--- src/rtl/hub75_bcm_scan_if.sv ---
// Framebuffer read port of the HUB75 BCM scan engine.
// The scan engine (master) issues one read strobe per column with a
// column/row address. The framebuffer (slave) returns the top-half and
// bottom-half {R,G,B} pixels exactly one cycle later.
interface hub75_bcm_scan_if #(
  parameter int WIDTH     = 32,
  parameter int SCAN_ROWS = 16,
  parameter int BITS      = 4
);
  localparam int COL_W = (WIDTH > 1) ? $clog2(WIDTH) : 1;
  localparam int ROW_W = $clog2(SCAN_ROWS);

  logic                fb_rd;
  logic [COL_W-1:0]    fb_col;
  logic [ROW_W-1:0]    fb_row;
  logic [3*BITS-1:0]   fb_top_rgb;
  logic [3*BITS-1:0]   fb_bot_rgb;

  modport master (
    output fb_rd, fb_col, fb_row,
    input  fb_top_rgb, fb_bot_rgb
  );

  modport slave (
    input  fb_rd, fb_col, fb_row,
    output fb_top_rgb, fb_bot_rgb
  );
endinterface

--- src/rtl/hub75_bcm_scan.sv ---
// hub75_bcm_scan: HUB75 1/N-scan display back end with binary-coded
// modulation. For each row and bit plane it fetches WIDTH pixel pairs from
// the framebuffer, shifts them out on r1..b2/clk_out, latches, then holds
// OE low for SHOW_BASE<<plane cycles.
// Optional feature: define HUB75_FRAME_SWAP_EN to enable end-of-frame
// framebuffer page swapping (frame_sel / swap_ack); otherwise both stay 0.
module hub75_bcm_scan #(
  parameter int WIDTH     = 32,
  parameter int SCAN_ROWS = 16,
  parameter int BITS      = 4,
  parameter int SHOW_BASE = 64
) (
  input  logic                          clk,
  input  logic                          reset_n,
  input  logic                          enable,
  hub75_bcm_scan_if.master              fb,
  input  logic                          swap_req,
  output logic                          swap_ack,
  output logic                          frame_sel,
  output logic                          frame_start,
  output logic                          r1,
  output logic                          g1,
  output logic                          b1,
  output logic                          r2,
  output logic                          g2,
  output logic                          b2,
  output logic [$clog2(SCAN_ROWS)-1:0]  row_addr,
  output logic                          clk_out,
  output logic                          lat,
  output logic                          oe
);

  localparam int COL_W   = (WIDTH > 1) ? $clog2(WIDTH) : 1;
  localparam int ROW_W   = $clog2(SCAN_ROWS);
  localparam int PLANE_W = (BITS > 1) ? $clog2(BITS) : 1;
  // Wide enough for the longest plane (SHOW_BASE<<(BITS-1)) without wrap.
  localparam int SHOW_W  = $clog2(SHOW_BASE << (BITS - 1)) + 1;

  localparam logic [COL_W-1:0]   COL_LAST   = COL_W'(WIDTH - 1);
  localparam logic [ROW_W-1:0]   ROW_LAST   = ROW_W'(SCAN_ROWS - 1);
  localparam logic [PLANE_W-1:0] PLANE_LAST = PLANE_W'(BITS - 1);

  typedef enum logic [2:0] {
    IDLE  = 3'd0,
    FETCH = 3'd1,
    DATA  = 3'd2,
    CLK   = 3'd3,
    LATCH = 3'd4,
    SHOW  = 3'd5,
    BLANK = 3'd6
  } state_t;

  state_t              state_r, state_next;
  logic [COL_W-1:0]    col_r, col_next;
  logic [ROW_W-1:0]    row_r, row_next;
  logic [PLANE_W-1:0]  plane_r, plane_next;
  logic [SHOW_W-1:0]   show_r, show_next;
  logic                swap_next;
  logic                eof_s;

  logic                fb_rd_r;
  logic [COL_W-1:0]    fb_col_r;
  logic [ROW_W-1:0]    fb_row_r;
  logic                frame_start_r;
  logic [ROW_W-1:0]    row_addr_r;
  logic                clk_out_r;
  logic                lat_r;
  logic                oe_r;
  logic                swap_ack_r;
  logic                frame_sel_r;
  logic [5:0]          data_r;
  logic [5:0]          pix_s;

  // Select the {R,G,B} bits of one bit plane from a packed pixel.
  function automatic logic [2:0] plane_bits(input logic [3*BITS-1:0] rgb,
                                            input logic [PLANE_W-1:0] p);
    plane_bits = {rgb[2*BITS + int'(p)], rgb[BITS + int'(p)], rgb[int'(p)]};
  endfunction

  assign eof_s = (plane_r == PLANE_LAST) && (row_r == ROW_LAST);
  assign pix_s = {plane_bits(fb.fb_top_rgb, plane_r), plane_bits(fb.fb_bot_rgb, plane_r)};

  // Next-state, counter and swap-decision logic of the scan sequencer.
  always_comb begin
    state_next = state_r;
    col_next   = col_r;
    row_next   = row_r;
    plane_next = plane_r;
    show_next  = show_r;
    swap_next  = 1'b0;
    case (state_r)
      IDLE: begin
        if (enable) begin
          state_next = FETCH;
          col_next   = '0;
          row_next   = '0;
          plane_next = '0;
        end else begin
          state_next = IDLE;
        end
      end
      FETCH: state_next = DATA;
      DATA:  state_next = CLK;
      CLK: begin
        if (col_r == COL_LAST) begin
          col_next   = '0;
          state_next = LATCH;
        end else begin
          col_next   = col_r + COL_W'(1);
          state_next = FETCH;
        end
      end
      LATCH: begin
        state_next = SHOW;
        show_next  = (SHOW_W'(SHOW_BASE) << plane_r) - SHOW_W'(1);
      end
      SHOW: begin
        if (show_r == '0) begin
          state_next = BLANK;
        end else begin
          show_next  = show_r - SHOW_W'(1);
          state_next = SHOW;
        end
      end
      BLANK: begin
        if (plane_r != PLANE_LAST) begin
          plane_next = plane_r + PLANE_W'(1);
          state_next = FETCH;
        end else begin
          plane_next = '0;
          if (row_r != ROW_LAST) begin
            row_next   = row_r + ROW_W'(1);
            state_next = FETCH;
          end else begin
            // End of frame: a dropped enable takes effect only here.
            row_next   = '0;
            state_next = enable ? FETCH : IDLE;
          end
        end
      end
      default: state_next = IDLE;
    endcase
`ifdef HUB75_FRAME_SWAP_EN
    // swap_req is taken at the edge that opens the frame's final BLANK so
    // that swap_ack and the new frame_sel are both visible during BLANK.
    if ((state_r == SHOW) && (state_next == BLANK) && eof_s && swap_req) begin
      swap_next = 1'b1;
    end else begin
      swap_next = 1'b0;
    end
`else
    swap_next = 1'b0;
`endif
  end

`ifndef HUB75_FRAME_SWAP_EN
  logic swap_req_unused_s;
  assign swap_req_unused_s = swap_req;
`endif

  // Sequencer state and counters.
  always_ff @(posedge clk or negedge reset_n) begin
    if (!reset_n) begin
      state_r <= IDLE;
      col_r   <= '0;
      row_r   <= '0;
      plane_r <= '0;
      show_r  <= '0;
    end else begin
      state_r <= state_next;
      col_r   <= col_next;
      row_r   <= row_next;
      plane_r <= plane_next;
      show_r  <= show_next;
    end
  end

  // Control outputs registered from the next state, so each is valid for
  // the whole cycle of the state it belongs to; row_addr moves only in LATCH.
  always_ff @(posedge clk or negedge reset_n) begin
    if (!reset_n) begin
      fb_rd_r       <= 1'b0;
      fb_col_r      <= '0;
      fb_row_r      <= '0;
      frame_start_r <= 1'b0;
      row_addr_r    <= '0;
      clk_out_r     <= 1'b0;
      lat_r         <= 1'b0;
      oe_r          <= 1'b1;
      swap_ack_r    <= 1'b0;
      frame_sel_r   <= 1'b0;
      data_r        <= 6'b000000;
    end else begin
      fb_rd_r       <= (state_next == FETCH);
      fb_col_r      <= (state_next == FETCH) ? col_next : fb_col_r;
      fb_row_r      <= (state_next == FETCH) ? row_next : fb_row_r;
      frame_start_r <= (state_next == FETCH) && (col_next == '0) &&
                       (row_next == '0) && (plane_next == '0);
      row_addr_r    <= (state_next == LATCH) ? row_next : row_addr_r;
      clk_out_r     <= (state_next == CLK);
      lat_r         <= (state_next == LATCH);
      oe_r          <= (state_next != SHOW);
      swap_ack_r    <= swap_next;
      frame_sel_r   <= frame_sel_r ^ swap_next;
      data_r        <= (state_r == DATA) ? pix_s : data_r;
    end
  end

  // Panel data follows the framebuffer during DATA (one full cycle ahead of
  // the clk_out rising edge) and is held from the register afterwards.
  assign {r1, g1, b1, r2, g2, b2} = (state_r == DATA) ? pix_s : data_r;

  assign fb.fb_rd     = fb_rd_r;
  assign fb.fb_col    = fb_col_r;
  assign fb.fb_row    = fb_row_r;
  assign frame_start  = frame_start_r;
  assign row_addr     = row_addr_r;
  assign clk_out      = clk_out_r;
  assign lat          = lat_r;
  assign oe           = oe_r;
  assign swap_ack     = swap_ack_r;
  assign frame_sel    = frame_sel_r;

endmodule

--- src/flat_wrapper.sv ---
// flat-port wrapper written by rule: the top's interface ports become plain ports
module hub75_bcm_scan_flat 
#(
  parameter int WIDTH     = 32,
  parameter int SCAN_ROWS = 16,
  parameter int BITS      = 4,
  parameter int SHOW_BASE = 64
)
  (clk, reset_n, enable, swap_req, swap_ack, frame_sel, frame_start, r1, g1, b1, r2, g2, b2, row_addr, clk_out, lat, oe, fb_fb_rd, fb_fb_col, fb_fb_row, fb_fb_top_rgb, fb_fb_bot_rgb);
  hub75_bcm_scan_if #(.WIDTH(WIDTH), .SCAN_ROWS(SCAN_ROWS), .BITS(BITS)) fb_i ();
  input  logic clk;
  input  logic reset_n;
  input  logic enable;
  input  logic swap_req;
  output logic swap_ack;
  output logic frame_sel;
  output logic frame_start;
  output logic r1;
  output logic g1;
  output logic b1;
  output logic r2;
  output logic g2;
  output logic b2;
  output logic [$clog2(SCAN_ROWS)-1:0] row_addr;
  output logic clk_out;
  output logic lat;
  output logic oe;
  output wire logic [$bits(fb_i.fb_rd)-1:0] fb_fb_rd;
  output wire logic [$bits(fb_i.fb_col)-1:0] fb_fb_col;
  output wire logic [$bits(fb_i.fb_row)-1:0] fb_fb_row;
  input wire logic [$bits(fb_i.fb_top_rgb)-1:0] fb_fb_top_rgb;
  input wire logic [$bits(fb_i.fb_bot_rgb)-1:0] fb_fb_bot_rgb;
  assign fb_fb_rd = fb_i.fb_rd;
  assign fb_fb_col = fb_i.fb_col;
  assign fb_fb_row = fb_i.fb_row;
  assign fb_i.fb_top_rgb = fb_fb_top_rgb;
  assign fb_i.fb_bot_rgb = fb_fb_bot_rgb;
  hub75_bcm_scan #(.WIDTH(WIDTH), .SCAN_ROWS(SCAN_ROWS), .BITS(BITS), .SHOW_BASE(SHOW_BASE)) u_core (.clk(clk), .reset_n(reset_n), .enable(enable), .fb(fb_i), .swap_req(swap_req), .swap_ack(swap_ack), .frame_sel(frame_sel), .frame_start(frame_start), .r1(r1), .g1(g1), .b1(b1), .r2(r2), .g2(g2), .b2(b2), .row_addr(row_addr), .clk_out(clk_out), .lat(lat), .oe(oe));
endmodule
--- config.mk ---
export PLATFORM = sky130hd
export DESIGN_NAME = hub75_bcm_scan_flat
export DESIGN_NICKNAME = d
export VERILOG_FILES = /design/src/rtl/hub75_bcm_scan_if.sv /design/src/rtl/hub75_bcm_scan.sv /design/src/flat_wrapper.sv
export SDC_FILE = /design/constraint.sdc
export NUM_CORES = 1
export LEC_CHECK = 0
export CORE_MARGIN = 2
export CORE_UTILIZATION = 55
export DETAILED_ROUTE_END_ITERATION = 12
export GPL_ROUTABILITY_DRIVEN = 0
export HOLD_SLACK_MARGIN = 0.15
export PLACE_DENSITY = 0.85
export RECOVER_POWER = 25
export SYNTH_ARGS = -nofsm -noshare
export SYNTH_HDL_FRONTEND = slang
export SYNTH_SLANG_ARGS = --single-unit
--- constraint.sdc ---
create_clock -name clk -period 3.4 [get_ports clk]
set_clock_uncertainty 0.15 [all_clocks]
set_input_delay 0.68 -clock clk [delete_from_list [all_inputs] [get_ports clk]]
set_output_delay 0.68 -clock clk [all_outputs]
set_load 0.005 [all_outputs]
Word-level counts from Yosys, hierarchy flattened --
Cells that the tools add are included.
Cells by class: add/subtract/negate cells 7, magnitude comparators 3, eq/ne operators 14, shift-type cells 1, mux-type cells 35, reductions and logical operators 10
Operators by type and width (number):
- 32-bit by 6-bit < comparator with 1-bit output (second input constant) | 2
- 3-bit case mux with 7 select lines | 1
- 10-bit case mux with 2 select lines | 1
- 1-bit binary-select mux with 4-bit select | 4
- 3-bit == test (second input constant) | 4
- 4-bit two-way mux | 3
- 1-bit two-way mux | 11
- 10-bit zero test | 1
- 10-bit two-way mux | 1
- 5-bit two-way mux | 2
- 5-bit case mux with 2 select lines | 1
- 7-bit by 2-bit << shifter with 10-bit output (first input constant) | 1
- 10-bit by 1-bit subtractor with 10-bit output (second input constant) | 1
- 10-bit by 2-bit subtractor with 10-bit output (second input constant) | 1
- 3-bit by 2-bit == test with 1-bit output (second input constant) | 3
- 3-bit two-way mux | 3
- 4-bit case mux with 2 select lines | 1
- 3-bit by 1-bit == test with 1-bit output (second input constant) | 2
- 2-bit two-way mux | 3
- 6-bit two-way mux | 1
- 4-bit by 2-bit adder with 5-bit output (first input constant) | 1
- 5-bit by 1-bit adder with 5-bit output (second input constant) | 1
- 5-bit == test (second input constant) | 1
- 5-bit zero test | 1
- 15 further kinds | 19
Word-level totals: bits in registers 48, bits of input ports 28, output and inout bits 26, logic and storage cells 84

Depth between registers and ports, before layout --
Gate-level depths: netlist of the first run.
depth in word-level cells 8, gate-level depth with buffers 9, depth with buffers taken out 9

Least setup slack after synthesis of the first run --
Ideal clock, no wire load.
path type flip-flop to flip-flop, start register u_core.col_r[0], end register u_core.fb_col_r[0] (netlist: u_core.fb.fb_col[0]), setup time 128 ps, data arrival time 2068 ps, required time 3122 ps, setup slack 1054 ps, cell stages (with the launch flop) 8, buffers on the path 0, period minus slack after synthesis 2346 ps, cell sequence dfrtp_1 ha_1 and3_1 ha_1 nand4bb_1 nor3b_2 nor3_4 mux2_1
Between the ends: longest elaborated chain between the ends 4, elaborated cells on any way between the ends 8, classes of those cells add/sub (1); eq/ne (2); mux (5)
Ends and longest elaborated chain:
- start: declaration | line hub75_bcm_scan.sv:54 | logic [COL_W-1:0] col_r, col_next;
- start signal: assignment | line hub75_bcm_scan.sv:171 | col_r <= col_next;
- 5-bit == test | line hub75_bcm_scan.sv:105 | if (col_r == COL_LAST) begin
- 3-bit two-way mux | line hub75_bcm_scan.sv:105
- 3-bit case mux with 7 select lines | line hub75_bcm_scan.sv:91 | case (state_r)
- 3-bit by 1-bit == test with 1-bit output | line hub75_bcm_scan.sv:195 | fb_col_r <= (state_next == FETCH) ? col_next : fb_col_r;
- end signal: assignment | line hub75_bcm_scan.sv:195
- end: declaration | line hub75_bcm_scan.sv:62 | logic [COL_W-1:0] fb_col_r;
Several ways; a longest one is shown, not always the timed one. A chain may end at the register's enable or synchronous reset.

Worst setup path in the final report of the first run --
start register u_core.plane_r[0], end output r1
Between the ends: longest elaborated chain between the ends 5
Ends and longest elaborated chain:
- start: declaration | line hub75_bcm_scan.sv:56 | logic [PLANE_W-1:0] plane_r, plane_next;
- start signal: assignment | line hub75_bcm_scan.sv:173 | plane_r <= plane_next;
- 4-bit by 2-bit adder with 5-bit output | line hub75_bcm_scan.sv:77 | plane_bits = {rgb[2*BITS + int'(p)], rgb[BITS + int'(p)], rgb[int'(p)]};
- 1-bit binary-select mux with 4-bit select | line hub75_bcm_scan.sv:77
- 1-bit two-way mux (not written as such) (2 in a row) | line hub75_bcm_scan.sv:77
- 6-bit two-way mux
- end: declaration | line flat_wrapper.sv:18 | output logic r1;
No other way between the ends. The select of a mux whose other input is x is not followed.

==> results of run 1 <==
==> worst max-delay path: stages (launching register included) <==
cell and delay, ns:
dfrtp_1 0.69, mux4_2 0.58, mux2_2 0.29, clkdlybuf4s50_1 0.45
==> state kept, by name (all words and copies together), names as in the netlist <==
name and flops:
u_core.clk_out 1, u_core.col_r 5, u_core.data_r 6, u_core.fb.fb_col 5, u_core.fb.fb_rd 1, u_core.fb.fb_row 4, u_core.frame_start 1, u_core.lat 1
u_core.oe 1, u_core.plane_r 2, u_core.row_addr 4, u_core.row_r 4, u_core.show_r 10, u_core.state_r 3
==> worst paths after layout <==
kind / startpoint / endpoint / slack [ns] / cells after the start
min reg2reg: u_core.row_addr[0] / u_core.row_addr[0] / 0.34 / 2
min in group asynchronous: reset_n / u_core.col_r[4] / 1.00 / 1
max reg2reg: u_core.col_r[0] / u_core.show_r[2] / 0.44 / 8
max in group asynchronous: reset_n / u_core.data_r[2] / 0.68 / 1
max: u_core.plane_r[0] / r1 / 0.25 / 3
min: u_core.row_addr[0] / u_core.row_addr[0] / 0.34 / 2
==> through the flow <==
stage / setup slack, ns / utilization / total power [uW] / hold slack (ns)
after floorplan: 1.05 / - / 1370 / 0.234
after global placement: 0.300 / 0.674 / 1740 / 0.313
after detailed placement: 0.252 / 0.674 / 1770 / 0.322
after CTS: 0.211 / 0.699 / 2200 / 0.344
after global routing: 0.0866 / 0.698 / 2330 / 0.367
final: 0.252 / 0.698 / 2180 / 0.339
==> area by class of cell <==
type	instances	area [um2]	share of cell area
multi-input cells	168	1280	0.393
clock buffers	5	68.8	0.0211
clock inverters	3	46.3	0.0142
repair buffers	54	524	0.161
well taps	54	67.6	0.0208
flip-flops and latches	48	1200	0.369
inverters	18	67.6	0.0208
==> synthesized netlist by cell type, types with 5 or more instances <==
library cell	instances	area share
inv_1	17	0.024
a21oi_1	16	0.030
nor3_1	10	0.019
o21ai_0	13	0.025
mux2_2	6	0.026
dfrtp_1	47	0.45
nand2_1	13	0.019
nor2b_1	7	0.017
ha_1	8	0.038
nand2b_1	5	0.012
mux4_2	6	0.051
nor3b_1	5	0.014
nor2_1	17	0.024
==> metal layers <==
layer,track usage,wire length (um),vias to the layer above
met2,0.366,2830,52
met1,0.296,2480,962
met3,0.0580,267,6
met4,0.0720,47,0
li1,-,-,974
met5,0,0,-
==> cell families after synthesis <==
| group | share of synthesized area |
|---|---|
| buffers and inverters | 0.0572 |
| adders and majority gates | 0.0381 |
| muxes | 0.0943 |
| xor gates and xnor gates | 0.0133 |
| DFF | 0.458 |
| AOI/OAI and AO/OA | 0.121 |
| other | 0.00143 |
| and+or+nand+nor | 0.217 |
==> power by group <==
part / internal [uW] / switching [uW]
registers: 727 / 78.4
logic: 503 / 449
clock network: 222 / 201
total: 1450 / 729
==> cell usage in the layout, fill, tap and decap left out, types with 2 or more instances in the layout <==
cell type | netlist | final
a21oi_1 | 16 | 16
nand4_1 | 3 | 3
mux2_2 | 6 | 6
conb_1 | 1 | 2
nand2_1 | 13 | 13
xnor2_1 | 4 | 4
and3_1 | 3 | 3
and4b_1 | 2 | 2
nor3b_2 | 2 | 2
buf_4 | 4 | 4
o21ai_0 | 13 | 13
nor3_1 | 10 | 10
mux4_2 | 6 | 6
nor4b_1 | 2 | 2
o31a_1 | 2 | 2
nor2b_1 | 7 | 7
nor3_2 | 3 | 3
nand3_1 | 2 | 2
a31oi_1 | 3 | 3
or3_1 | 3 | 3
nand3b_1 | 3 | 3
clkbuf_8 | 0 | 5
nor3b_1 | 5 | 5
o22ai_1 | 3 | 3
nand2b_1 | 5 | 5
inv_1 | 17 | 17
nor2_1 | 17 | 17
clkdlybuf4s50_1 | 0 | 49
mux2_1 | 4 | 4
ha_1 | 8 | 8
dfrtp_1 | 47 | 47
a22oi_1 | 2 | 2
==> impl_metrics.env, run 1 <==
export IMPL_slew_violations=49
export IMPL_ant_nets=0
export IMPL_first_pass_iters=4
export IMPL_fin_nets=331
export IMPL_ys_types=54
export IMPL_stdcell_area_mm2=0.00325
export IMPL_die_x_um=73.1
export IMPL_post_cts_buffers=0
export IMPL_num_fill_cells=343
export IMPL_crit_fanout=12
export IMPL_place_area_mm2=0.00314
export IMPL_antenna_found_initial=0
export IMPL_crit_type="flip-flop to primary output"
export IMPL_clock_sinks=48
export IMPL_drive_gt1_frac=0.139
export IMPL_path_clk_slew_ns=0.09
export IMPL_finalCritPeriodShare=0.926
export IMPL_num_vias=1994
export IMPL_fin_tns_setup_ns=0
export IMPL_clock_path_buffers=2
export IMPL_clock_latency_ns=0.30
export IMPL_ys_ff_latch=48
export IMPL_area_delta_synth_final_pct=23.9
export IMPL_rsz0062_at_grt="false"
export IMPL_diodes=0
export IMPL_instances_no_fill=350
export IMPL_synth_edf_count=0
export IMPL_status="finished with violations"
export IMPL_wl_mm=5.62
export IMPL_start_util=0.563
export IMPL_die_h_um=73.1
export IMPL_ios=54
export IMPL_dp_hpwl_mm=4.09
export IMPL_design_core_area_mm2=0.00466
export IMPL_max_cap_viol_count=1
export IMPL_ctsHtreeMaxLevel=2
export IMPL_drc=0
export IMPL_hold_class="flip-flop to flip-flop"
export IMPL_dp_cells=342
export IMPL_grt_usage=0.225
export IMPL_hold_viol=0
export IMPL_numCtsBuffers=5
export IMPL_relSlewSlack=-0.675
export IMPL_grt_pass1_wl_mm=9.25
export IMPL_wire_per_inst_um=16.1
export IMPL_cts_tree="built"
export IMPL_die_area_mm2=0.00534
export IMPL_period_needed_ns=3.15
export IMPL_viasPerCell=5.70
export IMPL_p_per_area_mw_per_mm2=670
export IMPL_violations="capacitance limit, slew limit"
export IMPL_drt_iter0_markers=138
export IMPL_worstPathArrival_ns=2.32
export IMPL_leakagePower_uw=0.00143
export IMPL_syn_area_per_cell_um2=10.8
export IMPL_root_buffer="clkbuf_8"
export IMPL_worstMarginPinSlew_ns=2.51
export IMPL_vdd_ir_drop_max_v=0.000551
export IMPL_setup_viol=0
export IMPL_synth_area_mm2=0.00263
export IMPL_io_buffers=50
export IMPL_async_reset_ff_frac=1.00
export IMPL_gr_total_overflow=0
export IMPL_crit_required_ns=2.57
export IMPL_holdBufCountCts=0
export IMPL_synthFlopType="dfrtp_1"
export IMPL_grt_pass1_vias=1961
export IMPL_synth_cells=244
export IMPL_fmax_ghz=0.318
export IMPL_placementRows=25
export IMPL_cts_resized=0
export IMPL_startpoint_type="flip-flop"
export IMPL_ys_warnings_count=0
export IMPL_ys_seq_area_frac=0.458
export IMPL_end_kind="primary output"
export IMPL_grt_start_max_net_pins=49
(Power assumes the default switching activity.)
==> run 2, diff against run 1 <==
--- a/config.mk
+++ b/config.mk
@@ -5,12 +5,12 @@
 export SDC_FILE = /design/constraint.sdc
 export NUM_CORES = 1
 export LEC_CHECK = 0
-export CORE_MARGIN = 2
-export CORE_UTILIZATION = 55
+export CORE_MARGIN = 8
+export CORE_UTILIZATION = 45
 export DETAILED_ROUTE_END_ITERATION = 12
 export GPL_ROUTABILITY_DRIVEN = 0
 export HOLD_SLACK_MARGIN = 0.15
-export PLACE_DENSITY = 0.85
+export PLACE_DENSITY = 0.72
 export RECOVER_POWER = 25
 export SYNTH_ARGS = -nofsm -noshare
 export SYNTH_HDL_FRONTEND = slang
==> run 2 against run 1 <==
  * Worst setup slack improved by 0.00087 ns
  * Final cell count rose by 6.0%
  * Cell area grew 1.5%
  * Via count decreased by 0.80%
  * Hold slack worse by 0.0033 ns
  * Clock power increased by 17%
  * Largest power group unchanged
  * Wire length increased by 2.7%
  * First-iteration DRC count is 22% lower
  * Register-to-register slack about the same
  * The run now ends clean
  * Die area is 60% higher
  * Clock-buffer cell count is the same
  * Largest cell class unchanged
  * Flip-flop and latch count unchanged
==> impl_metrics.env, run 2 (synthesis gave the netlist of run 1 again) <==
export IMPL_holdBufCountCts=0
export IMPL_die_area_mm2=0.00854
export IMPL_die_x_um=92.4
export IMPL_crit_type="flip-flop to primary output"
export IMPL_hold_viol=0
export IMPL_p_per_area_mw_per_mm2=685
export IMPL_cts_resized=0
export IMPL_wire_per_inst_um=15.6
export IMPL_gr_total_overflow=0
export IMPL_seq_power_share=0.355
export IMPL_drc=0
export IMPL_grt_start_max_net_pins=49
export IMPL_grt_usage=0.143
export IMPL_grt_pass1_vias=2114
export IMPL_critPathMaxStageDelay_ns=0.70
export IMPL_end_kind="primary output"
export IMPL_reg_top3="u_core.show_r: 10 flops, u_core.data_r: 6 flops"
export IMPL_wl_mm=5.77
export IMPL_fmax_ghz=0.318
export IMPL_clock_latency_ns=0.31
export IMPL_clockPowerShare=0.219
export IMPL_fin_nets=331
export IMPL_leakagePower_uw=0.00144
export IMPL_cp_top_family="multiplexers"
export IMPL_ios=54
export IMPL_startpoint_type="flip-flop"
export IMPL_die_h_um=92.4
export IMPL_worstPathArrival_ns=2.32
export IMPL_grt_pass1_wl_mm=10.0
export IMPL_cts_tree="built"
export IMPL_largest_register="u_core.show_r"
export IMPL_first_pass_iters=5
export IMPL_final_util=0.572
export IMPL_path_clk_slew_ns=0.10
export IMPL_rsz0062_at_grt="false"
export IMPL_clock_path_buffers=2
export IMPL_mostFrequentLayoutCell="clkdlybuf4s50_1"
export IMPL_ant_nets=0
export IMPL_period_needed_ns=3.15
export IMPL_status="finished clean"
export IMPL_drive_gt1_frac=0.142
export IMPL_stdcell_area_mm2=0.00330
export IMPL_place_area_mm2=0.00317
export IMPL_crit_buf_inv=1
export IMPL_design_core_area_mm2=0.00578
export IMPL_crit_chain="mux4_2 -> mux2_2 -> clkdlybuf4s50_1"
export IMPL_placementRows=28
export IMPL_post_cts_buffers=0
export IMPL_io_buffers=50
export IMPL_finalCritPeriodShare=0.926
export IMPL_drt_iter0_markers=107
export IMPL_worst_path_max_delay_cell="dfrtp_1"
export IMPL_clock_sinks=48
export IMPL_viasPerCell=5.33
export IMPL_crit_required_ns=2.57
export IMPL_num_vias=1978
export IMPL_power_internal_uw=1530
export IMPL_power_switching_uw=736
export IMPL_min_from="u_core.row_addr[1]"
export IMPL_antenna_found_initial=0
export IMPL_ctsHtreeMaxLevel=2
export IMPL_setup_viol=0
export IMPL_largest_register_ff_count=10
export IMPL_fin_tns_setup_ns=0
export IMPL_final_cell_mix="clkdlybuf4s50_1, dfrtp_1, inv_1, nor2_1, a21oi_1"
export IMPL_max_cap_viol_count=0
export IMPL_p_total_uw=2260
export IMPL_numCtsBuffers=5
export IMPL_r2r_start="u_core.col_r[0]"
export IMPL_switching_share=0.325
export IMPL_root_buffer="clkbuf_8"
export IMPL_hold_class="flip-flop to flip-flop"
export IMPL_area_delta_synth_final_pct=25.8
export IMPL_startpoint="u_core.plane_r[0]"
export IMPL_power_frac_comb=0.426
export IMPL_relSlewSlack=0.289
export IMPL_start_util=0.454
export IMPL_diodes=0
export IMPL_slew_violations=0
export IMPL_vdd_ir_drop_max_v=0.000406
export IMPL_worstMarginPinSlew_ns=1.07
export IMPL_crit_fanout=12
export IMPL_dp_hpwl_mm=4.31
-- run 2: cell types whose count changed in the layout (fill, tap and decap cells not counted), sizes merged --
cell	before	now
bufinv	1	2
clkinvlp	1	0
clkbuf	6	5
buf	4	5
-- run 2: path summary, 6_finish.rpt --
check | to | slack [ns] | depth (start not counted)
worst max-delay path | g2 | 0.25 | 3
worst min-delay path | u_core.row_addr[1] | 0.34 | 2
worst max register to register | u_core.show_r[4] | 0.44 | 8
worst min register to register | u_core.row_addr[1] | 0.34 | 2
max in group asynchronous | u_core.show_r[5] | 2.03 | 1
min in group asynchronous | u_core.fb.fb_col[2] | 0.41 | 1
-- run 2: routing by layer --
metal  vias up  part of all wire  track usage
met5         -                 0            0
met4         0            0.0088       0.0403
met3         6             0.053       0.0405
met2        37              0.50        0.234
met1       959              0.44        0.181
li1        976                 -            -
-- run 2: per-stage QoR --
| step | instances | worst slack, ns | hold WS (ns) |
|---|---|---|---|
| 2_1_floorplan | 245 | 1.05 | 0.234 |
| 3_3_place_gp | 363 | 0.285 | 0.315 |
| 3_5_place_dp | 363 | 0.269 | 0.320 |
| 4_1_cts | 371 | 0.191 | 0.342 |
| 5_1_grt | 371 | 0.107 | 0.366 |
| 6_report | 371 | 0.253 | 0.336 |
-- run 2: area by class of cell --
cell class,instances,area (um2)
clock inverter,3,68.8
multi-input combinational,168,1280
timing repair buffer,54,526
sequential,48,1200
fill,493,2480
clock buffer,5,68.8
tap,75,93.8
inverter,18,67.6
-- run 2: worst register-to-register path: stages, from the launching register on --
cell and delay (ns):
dfrtp_1 0.44, ha_1 0.25, and3_1 0.19, ha_1 0.23, nand4bb_1 0.34, nor3b_2 0.29
nor3b_2 0.66, and4b_1 0.28, a21oi_1 0.04
-- run 2: power by group through the flow --
stage	registers, uW	clock network, uW	logic [uW]
4_1_cts	803	507	980
2_1_floorplan	817	0	554
5_1_grt	821	530	1070
6_report	802	495	965
3_3_place_gp	808	0	951
3_5_place_dp	814	0	972
